$ cat src/rtl/tone_burst_scheduler_if.sv
// Ready/valid sample stream used on both the source and sink side
// of the tone burst scheduler.
interface tone_burst_scheduler_if #(
    parameter int DATA_W = 24
);
    logic              valid;
    logic              ready;
    logic [DATA_W-1:0] data;

    modport master (
        output valid,
        output data,
        input  ready
    );

    modport slave (
        input  valid,
        input  data,
        output ready
    );
endinterface

$ cat src/rtl/tone_burst_scheduler.sv
// Gates a continuous sample source into ON/OFF tone bursts.
// ON samples are attenuated; OFF samples are drained and replaced by zeros.
module tone_burst_scheduler #(
    parameter int DATA_W  = 24,
    parameter int CNT_W   = 16,
    parameter int BURST_W = 8
) (
    input  logic                   clk,
    input  logic                   reset,
    input  logic                   start,
    input  logic                   stop,
    input  logic [CNT_W-1:0]       on_len,
    input  logic [CNT_W-1:0]       off_len,
    input  logic [BURST_W-1:0]     burst_count,
    input  logic [2:0]             atten,
    tone_burst_scheduler_if.slave  src,
    tone_burst_scheduler_if.master snk,
    output logic                   busy,
    output logic                   done
);

    typedef enum logic [1:0] {
        IDLE,
        ON,
        OFF
    } state_t;

    state_t state;
    state_t state_nx;

    logic [CNT_W-1:0]   cfg_on;
    logic [CNT_W-1:0]   cfg_off;
    logic [BURST_W-1:0] cfg_bursts;
    logic [2:0]         cfg_atten;

    logic [CNT_W-1:0]   sample_cnt;
    logic [CNT_W-1:0]   sample_inc;
    logic [BURST_W-1:0] burst_cnt;
    logic [BURST_W-1:0] burst_inc;

    logic              xfer;
    logic              accept_start;
    logic              on_end;
    logic              off_end;
    logic              last_burst;
    logic              done_nx;
    logic [DATA_W-1:0] shifted;

    assign busy         = (state != IDLE);
    assign src.ready    = busy && (!snk.valid || snk.ready);
    assign xfer         = src.valid && src.ready;
    assign accept_start = (state == IDLE) && start && !stop
                          && (on_len != '0);

    assign sample_inc = sample_cnt + CNT_W'(1);
    assign burst_inc  = burst_cnt + BURST_W'(1);
    assign on_end     = xfer && (state == ON) && (sample_inc == cfg_on);
    assign off_end    = xfer && (state == OFF) && (sample_inc == cfg_off);
    assign last_burst = (cfg_bursts != '0) && (burst_inc == cfg_bursts);
    assign shifted    = $signed(src.data) >>> cfg_atten;

    always_comb begin
        state_nx = state;
        done_nx  = 1'b0;
        if (stop) begin
            state_nx = IDLE;
        end else begin
            case (state)
                IDLE: begin
                    if (accept_start)
                        state_nx = ON;
                end
                ON: begin
                    if (on_end) begin
                        if (last_burst) begin
                            state_nx = IDLE;
                            done_nx  = 1'b1;
                        end else if (cfg_off != '0) begin
                            state_nx = OFF;
                        end
                    end
                end
                OFF: begin
                    if (off_end)
                        state_nx = ON;
                end
                default: state_nx = IDLE;
            endcase
        end
    end

    always_ff @(posedge clk or posedge reset) begin
        if (reset) begin
            state <= IDLE;
            done  <= 1'b0;
        end else begin
            state <= state_nx;
            done  <= done_nx;
        end
    end

    always_ff @(posedge clk or posedge reset) begin
        if (reset) begin
            cfg_on     <= '0;
            cfg_off    <= '0;
            cfg_bursts <= '0;
            cfg_atten  <= '0;
        end else if (accept_start) begin
            cfg_on     <= on_len;
            cfg_off    <= off_len;
            cfg_bursts <= burst_count;
            cfg_atten  <= atten;
        end
    end

    // Sample count restarts at every phase boundary, including ON->ON.
    always_ff @(posedge clk or posedge reset) begin
        if (reset) begin
            sample_cnt <= '0;
        end else if (stop || state == IDLE || on_end || off_end) begin
            sample_cnt <= '0;
        end else if (xfer) begin
            sample_cnt <= sample_inc;
        end
    end

    // Infinite mode saturates so the count never wraps.
    always_ff @(posedge clk or posedge reset) begin
        if (reset) begin
            burst_cnt <= '0;
        end else if (accept_start) begin
            burst_cnt <= '0;
        end else if (on_end && !stop) begin
            if (cfg_bursts != '0 || burst_cnt != '1)
                burst_cnt <= burst_inc;
        end
    end

    always_ff @(posedge clk or posedge reset) begin
        if (reset) begin
            snk.valid <= 1'b0;
            snk.data  <= '0;
        end else if (xfer) begin
            snk.valid <= 1'b1;
            snk.data  <= (state == ON) ? shifted : '0;
        end else if (snk.ready) begin
            snk.valid <= 1'b0;
        end
    end

endmodule

$ cat src/flat_wrapper.sv
// flat-port wrapper written by rule: the top's interface ports become plain ports
module tone_burst_scheduler_flat 
#(
    parameter int DATA_W  = 24,
    parameter int CNT_W   = 16,
    parameter int BURST_W = 8
)
  (clk, reset, start, stop, on_len, off_len, burst_count, atten, busy, done, src_valid, src_data, src_ready, snk_valid, snk_data, snk_ready);
  tone_burst_scheduler_if #(.DATA_W(DATA_W)) src_i ();
  tone_burst_scheduler_if #(.DATA_W(DATA_W)) snk_i ();
  input  logic clk;
  input  logic reset;
  input  logic start;
  input  logic stop;
  input  logic [CNT_W-1:0] on_len;
  input  logic [CNT_W-1:0] off_len;
  input  logic [BURST_W-1:0] burst_count;
  input  logic [2:0] atten;
  output logic busy;
  output logic done;
  input wire logic [$bits(src_i.valid)-1:0] src_valid;
  input wire logic [$bits(src_i.data)-1:0] src_data;
  output wire logic [$bits(src_i.ready)-1:0] src_ready;
  output wire logic [$bits(snk_i.valid)-1:0] snk_valid;
  output wire logic [$bits(snk_i.data)-1:0] snk_data;
  input wire logic [$bits(snk_i.ready)-1:0] snk_ready;
  assign src_i.valid = src_valid;
  assign src_i.data = src_data;
  assign src_ready = src_i.ready;
  assign snk_valid = snk_i.valid;
  assign snk_data = snk_i.data;
  assign snk_i.ready = snk_ready;
  tone_burst_scheduler #(.DATA_W(DATA_W), .CNT_W(CNT_W), .BURST_W(BURST_W)) u_core (.clk(clk), .reset(reset), .start(start), .stop(stop), .on_len(on_len), .off_len(off_len), .burst_count(burst_count), .atten(atten), .src(src_i), .snk(snk_i), .busy(busy), .done(done));
endmodule
$ cat config.mk
export PLATFORM = sky130hd
export DESIGN_NAME = tone_burst_scheduler_flat
export DESIGN_NICKNAME = d
export VERILOG_FILES = /design/src/rtl/tone_burst_scheduler_if.sv /design/src/rtl/tone_burst_scheduler.sv /design/src/flat_wrapper.sv
export SDC_FILE = /design/constraint.sdc
export NUM_CORES = 1
export LEC_CHECK = 0
export ABC_AREA = 1
export CAP_MARGIN = 25
export CORE_ASPECT_RATIO = 0.5
export CORE_UTILIZATION = 58
export CTS_CLUSTER_DIAMETER = 120
export CTS_CLUSTER_SIZE = 10
export DETAILED_ROUTE_END_ITERATION = 7
export PLACE_DENSITY_LB_ADDON = 0.2
export SYNTH_ARGS = -nofsm -noshare
export SYNTH_HDL_FRONTEND = slang
export SYNTH_SLANG_ARGS = --single-unit
$ cat constraint.sdc
create_clock -name clk -period 9.75 [get_ports clk]
set_clock_uncertainty 0.15 [all_clocks]
set_input_delay 1.95 -clock clk [delete_from_list [all_inputs] [get_ports clk]]
set_output_delay 1.95 -clock clk [all_outputs]
set_load 0.02 [all_outputs]
# Yosys cells after proc, flatten, opt, wreduce, memory -nomap -nowiden

Cells that the tools add are included.
Widths: inputs -> output; s select.

$add $sub $neg: 2
Reduce and logical (&&, ||, !) cells: 29
Shifts and indexed selects: 1
Equality and inequality tests: 10
Mux-type cells: 19

Operator list:

| kind                  | count |
|---|---|
| $eq 16x16->1          | 2 |
| $mux 16               | 2 |
| $reduce_bool 16->1    | 2 |
| $mux 24               | 1 |
| $mux 8                | 3 |
| $sshr 24x3->24        | 1 |
| $add 16x1->16 const B | 1 |
| $mux 2                | 6 |
| $logic_and 1x1->1     | 11 |
| $reduce_bool 2->1     | 5 |
| $ne 3x2->1 const B    | 3 |
| $add 8x1->8 const B   | 1 |
| $eq 8x8->1            | 1 |
| $ne 8x8->1 const B    | 1 |
| $reduce_bool 8->1     | 1 |
| $mux 1                | 6 |
| $pmux 2 s3            | 1 |
| $logic_or 1x1->1      | 5 |
| $ne 4x3->1 const B    | 1 |
| $reduce_and 4->1      | 1 |
| $eq 2x1->1 const B    | 1 |
| $eq 2x2->1 const B    | 1 |
| $logic_not 1->1       | 2 |
| $logic_not 2->1       | 1 |
| $reduce_and 2->1      | 1 |

Word-level logic and storage cells: 71
Register bits: 95
Bits of input ports: 73
Output and inout port bits: 28

# Longest topological paths before layout

Gate-level depths: netlist (run 1).

Depth in word-level cells: 9
Gate-level depth with buffers: 16
Mapped depth without buffers: 16

# Least setup slack after synthesis (run 1)

No wires, ideal clock.

Kind: input to output
From: in snk_ready
To: out src_ready
Required time: 7.650 ns
Stages on the path: 2
Arrival: 2.293 ns
Buffers on the path: 0
Path slack: 5.357 ns
Cell sequence: nor2_1 -> nor2_1

Word-level cells in the longest chain between the ends: 2

RTL lines:

| item              | RTL line                   | source |
|---|---|---|
| start, declared   | flat_wrapper.sv:26         | `input wire logic [$bits(snk_i.ready)-1:0] snk_ready;` |
| $logic_or 1x1->1  | tone_burst_scheduler.sv:50 | `assign src.ready = busy && (!snk.valid \|\| snk.ready);` |
| $logic_and 1x1->1 | tone_burst_scheduler.sv:50 |  |
| end, declared     | flat_wrapper.sv:23         | `output wire logic [$bits(src_i.ready)-1:0] src_ready;` |

Every way passes these cells.

# Worst setup path after layout (run 1)

Ends and elaborated chain as after synthesis.

==> results of run 1 <==
## state kept, by name (all words and copies together), names as in the netlist
name / flops
u_core.done: 1
u_core.cfg_on: 16
u_core.state: 2
u_core.burst_cnt: 8
u_core.cfg_bursts: 8
u_core.snk.valid: 1
u_core.cfg_off: 16
u_core.cfg_atten: 3
u_core.snk.data: 24
u_core.sample_cnt: 16
## metrics by stage
| stage | setup slack [ps] | std cells | util (%) | power, mW | hold slack [ps] |
|---|---|---|---|---|---|
| after floorplan | 5170 | 863 | - | 1.26 | 343 |
| after global placement | 4450 | 1069 | 72.3 | 1.51 | 320 |
| after detailed placement | 4440 | 1069 | 72.3 | 1.54 | 324 |
| after CTS | 4440 | 1083 | 75.4 | 1.90 | 340 |
| after global routing | 4340 | 1083 | 75.4 | 2.05 | 365 |
| final | 4440 | 1083 | 75.4 | 1.91 | 338 |
## cell usage in the layout (no fill, tap or decap), types with 4 or more instances in the layout
cell and instances:
nor4_1 6, dfrtp_1 95, nand2_1 272, clkdlybuf4s50_1 100
nor3_1 4, a21oi_1 44, nor2_1 103, o21ai_0 54
a32o_1 17, xor2_1 4, nor2_2 4, inv_1 93
nand4_1 14, nand3_1 89, mux2_2 8, clkbuf_16 9
## power breakdown
part / internal [mW] / leakage [nW] / switching, mW
clock network: 0.210 / 0.147 / 0.150
registers: 0.539 / 1.18 / 0.148
logic: 0.346 / 2.16 / 0.519
total: 1.10 / 3.49 / 0.817
## metal layers
metal,GRT usage (%),vias to the layer above,wire length [µm]
met2,55.3,245,7710
li1,-,2981,-
met5,0,-,0
met1,41.1,2846,6960
met3,8.01,44,1200
met4,11.8,0,394
## worst reg2reg max path: cells and delay by family, from the launching register on
| family | cells | cell delay (ps) |
|---|---|---|
| AND/OR/NAND/NOR | 10 | 2030 |
| flip-flops | 1 | 440 |
| AO/OA/AOI/OAI | 1 | 120 |
## final timing paths
| check | startpoint | end | slack, ps | cells past startpoint |
|---|---|---|---|---|
| setup / recovery | snk_ready | src_ready | 4440 | 4 |
| hold / removal | u_core.snk.data[21] | u_core.snk.data[21] | 340 | 2 |
| setup reg to reg | u_core.state[0] | u_core.burst_cnt[7] | 6890 | 11 |
| hold reg to reg | u_core.snk.data[21] | u_core.snk.data[21] | 340 | 2 |
| max in group asynchronous | reset | u_core.sample_cnt[15] | 6500 | 3 |
| min in group asynchronous | reset | u_core.snk.data[19] | 1810 | 2 |
## kinds of logic after synthesis
| group | Yosys count |
|---|---|
| simple gates | 501 |
| buf+inv | 125 |
| mux | 11 |
| flops | 95 |
| compound gates | 123 |
| fa+ha+maj | 2 |
| xor+xnor | 6 |
## final cells by class
| cell class | count | area (µm²) |
|---|---|---|
| multi-input cells | 643 | 3050 |
| flip-flops and latches | 95 | 2380 |
| fillers | 782 | 2370 |
| repair buffers | 102 | 1020 |
| inverters | 94 | 355 |
| clock buffers | 11 | 253 |
| well taps | 135 | 169 |
| clock inverters | 3 | 43.8 |
==> impl_metrics.json, run 1 <==
{
  "grt_pass1_wl_um": 26600,
  "cts_max_level": 3,
  "pwr_density_cell_nw_per_um2": 263,
  "setup_tns_ps": 0,
  "port_buffers": 100,
  "root_buffer": "clkbuf_16",
  "ys.flop_type": "dfrtp_1",
  "async_flop_share_pct": 100,
  "grt_pass1_vias": 5713,
  "dp_hpwl_um": 11900,
  "layout-drive-gt1-share_pct": 3.69,
  "critPathCaptureType": "primary output",
  "postRouteAntennaNets": 0,
  "die_w_um": 144,
  "via_per_inst": 5.65,
  "worst_pin_slew_ps": 958,
  "p_leak_nw": 3.49,
  "slew_headroom_pct": 36.2,
  "core_um2": 9630,
  "fin_nets": 1020,
  "grtUsageTotal_pct": 32.7,
  "synth.distinct_cells": 30,
  "worstPathArrival_ps": 3210,
  "cts_buffers": 9,
  "cpMaxStageDelayCell": "clkdlybuf4s50_1",
  "rsz0062_at_grt": "no",
  "areaGrowthSynthToFinish_pct": 23.3,
  "post_cts_resized": 0,
  "dr.first_iter.drc_count": 489,
  "synth_top_family_by_area": "simple AND/OR/NAND/NOR gates",
  "cts_tree": "done",
  "slowest_delay_ps": 540,
  "io_pins": 101,
  "antenna_found_initial": 0,
  "die_area_um2": 10600,
  "ctsHoldBuffers": 0,
  "slew_violations": 0,
  "critical_path.top_delay_family": "buffers and inverters",
  "fp.dieH_um": 73.2,
  "path_clk_slew_ps": 70,
  "yosysSeqAreaShare_pct": 40.4,
  "status": "finished clean",
  "min_path_type": "flop to flop",
  "cts_sinks": 95,
  "grt_overflow": 0,
  "dpl-instance-area_um2": 6960,
  "maxCapViolCount": 0,
  "synth_adder_area_share_pct": 0.425,
  "path_buf_inv": 2,
  "syn_area_um2": 5890,
  "path_cells": "clkdlybuf4s50_1, nor2_1, nor2_1, clkdlybuf4s50_1",
  "crit_required_ps": 7650,
  "startpoint_type": "input pin",
  "worstSetupPathType": "input pin to primary output",
  "yosys_warnings": 0,
  "cts_setup_buffers": 0,
  "peakVddDrop_v": 0.000185,
  "synth_most_common_cell": "nand2_1",
  "synth-seq-cells": 95,
  "synthSimpleGateAreaFrac_pct": 36.0,
  "fin_crit_ps": 5310,
  "gp_congestion": 0.906,
  "synth.largest_area_cell": "dfrtp_1",
  "initial_utilization_pct": 61.1,
  "synthXorXnorAreaFrac_pct": 0.892,
  "grt_max_degree": 88,
  "finalCritPeriodShare_pct": 54.5,
  "stdcell_area_um2": 7260,
  "via_count": 6116,
  "syn_nets": 938,
  "synth_top_area_share_pct": 40.4,
  "fmax_mhz": 188,
  "hold_viol_final": 0,
  "drc_errors": 0,
  "row_count": 25,
  "wl_per_cell_um": 15.0,
  "synth-compound-area-share_pct": 12.2,
  "insertion_delay_ps": 340,
  "synth_area_leaders": "dfrtp_1, nand2_1, nand3_1",
  "synth-edff-count": 0,
  "num_antenna_cells": 0,
  "routed_wl_um": 16300,
  "synthMuxAreaShare_pct": 2.04,
  "crit_path_max_fanout": 2,
  "setup-violations-final": 0,
  "dr.pass1.iters": 7,
  "clockBufferDepth": 2,
  "syn_area_per_cell_um2": 6.82,
  "synth_common_cells": "nand2_1, nor2_1, dfrtp_1",
  "netlist_instances": 863
}
No activity file was read; power rests on OpenSTA's default activity.
==> run 2, diff against run 1 <==
- CORE_UTILIZATION: 58 -> 54
- clock period: 9.75 -> 5.05 ns (I/O delays scaled with it)
==> impl_metrics.json, run 2 (synthesis gave the netlist of run 1 again) <==
{
  "min_path_type": "flop to flop",
  "cts_sinks": 95,
  "setup-violations-final": 0,
  "rsz0062_at_grt": "no",
  "path_clk_slew_ps": 60,
  "insertion_delay_ps": 340,
  "finalCritPeriodShare_pct": 68.1,
  "via_per_inst": 5.66,
  "top_register": "u_core.snk.data",
  "core_um2": 10400,
  "wl_per_cell_um": 15.2,
  "grt_max_degree": 88,
  "row_count": 26,
  "via_count": 6175,
  "cts_max_level": 3,
  "grt_pass1_vias": 5538,
  "post-place-ws_ps": 1280,
  "critPathCaptureType": "primary output",
  "die_area_um2": 11400,
  "num_antenna_cells": 0,
  "clockBufferDepth": 2,
  "worstPathArrival_ps": 2280,
  "grtUsageTotal_pct": 30.3,
  "hold_viol_final": 0,
  "peakVddDrop_v": 0.000295,
  "slew_violations": 0,
  "grt_pass1_wl_um": 26600,
  "worstSetupPathType": "input pin to primary output",
  "p_leak_nw": 3.50,
  "port_buffers": 100,
  "dr.first_iter.drc_count": 435,
  "gp_congestion": 0.931,
  "cts_buffers": 9,
  "pwr_density_cell_nw_per_um2": 507,
  "cts_setup_buffers": 0,
  "setup_tns_ps": 0,
  "fmax_mhz": 291,
  "crit_required_ps": 3890,
  "fin_crit_ps": 3440,
  "dpl-instance-area_um2": 6970,
  "dr.pass1.iters": 7,
  "ctsHoldBuffers": 0,
  "power_mw": 3.69,
  "status": "finished clean",
  "initial_utilization_pct": 56.6,
  "io_pins": 101,
  "layout_common_cells": "nand2_1, nor2_1, clkdlybuf4s50_1",
  "largest_reg_flops": 24,
  "slew_headroom_pct": 38.9,
  "startpoint_type": "input pin",
  "postRouteAntennaNets": 0,
  "routed_wl_um": 16500,
  "fin_ws_ps": 1610,
  "dp_hpwl_um": 12200,
  "layout-drive-gt1-share_pct": 3.89,
  "fp.dieH_um": 75.8,
  "maxCapViolCount": 0,
  "post_cts_resized": 0,
  "fin_nets": 1021,
  "crit_path_max_fanout": 2,
  "grt_overflow": 0,
  "drc_errors": 0,
  "die_w_um": 150,
  "cts_tree": "done",
  "final_common_cell": "nand2_1",
  "antenna_found_initial": 0,
  "stdcell_area_um2": 7280,
  "worst_pin_slew_ps": 916,
  "areaGrowthSynthToFinish_pct": 23.7,
  "root_buffer": "clkbuf_16"
}
run 2: through the flow:
| stage | std cells | util, % | hold WS (ps) |
|---|---|---|---|
| after global routing | 1091 | 69.9 | 366 |
| after CTS | 1090 | 69.7 | 338 |
| after detailed placement | 1074 | 67.0 | 322 |
| after global placement | 1074 | 67.0 | 324 |
| after floorplan | 863 | - | 343 |
| final | 1091 | 69.9 | 334 |
run 2: worst max-delay path: stages:
cell and delay (ps):
clkdlybuf4s50_1 420, nor2_1 240, nor2_1 70, clkdlybuf4s50_1 550
run 2: routing by layer:
metal  share of wire, %  track usage, %  vias up
met2                 47            52.2      247
li1                   -               -     2979
met5                  0               0        -
met1                 44            39.0     2924
met3                7.0            6.83       25
met4                1.7            8.42        0
run 2: worst paths after layout:
kind / slack [ps] / startpoint / end / cells after the start
max: 1610 / snk_ready / src_ready / 4
min: 330 / u_core.snk.data[22] / u_core.snk.data[22] / 2
min reg2reg: 330 / u_core.snk.data[22] / u_core.snk.data[22] / 2
max reg2reg: 2220 / u_core.state[0] / u_core.burst_cnt[3] / 11
max in group asynchronous: 3210 / reset / u_core.cfg_bursts[1] / 3
min in group asynchronous: 890 / reset / u_core.snk.data[18] / 2
run 2: cell type report:
class | instances | area (µm²)
sequential | 95 | 2380
multi-input combinational | 643 | 3050
inverter | 94 | 355
clock inverter | 6 | 61.3
fill | 908 | 3130
tap | 140 | 175
timing repair buffer | 103 | 1040
clock buffer | 10 | 229
run 2: report_power, final:
part | switching, mW | total [mW] | internal [mW]
sequential | 0.291 | 1.33 | 1.04
combinational | 1.02 | 1.69 | 0.670
clock | 0.292 | 0.674 | 0.382
total | 1.60 | 3.69 | 2.09
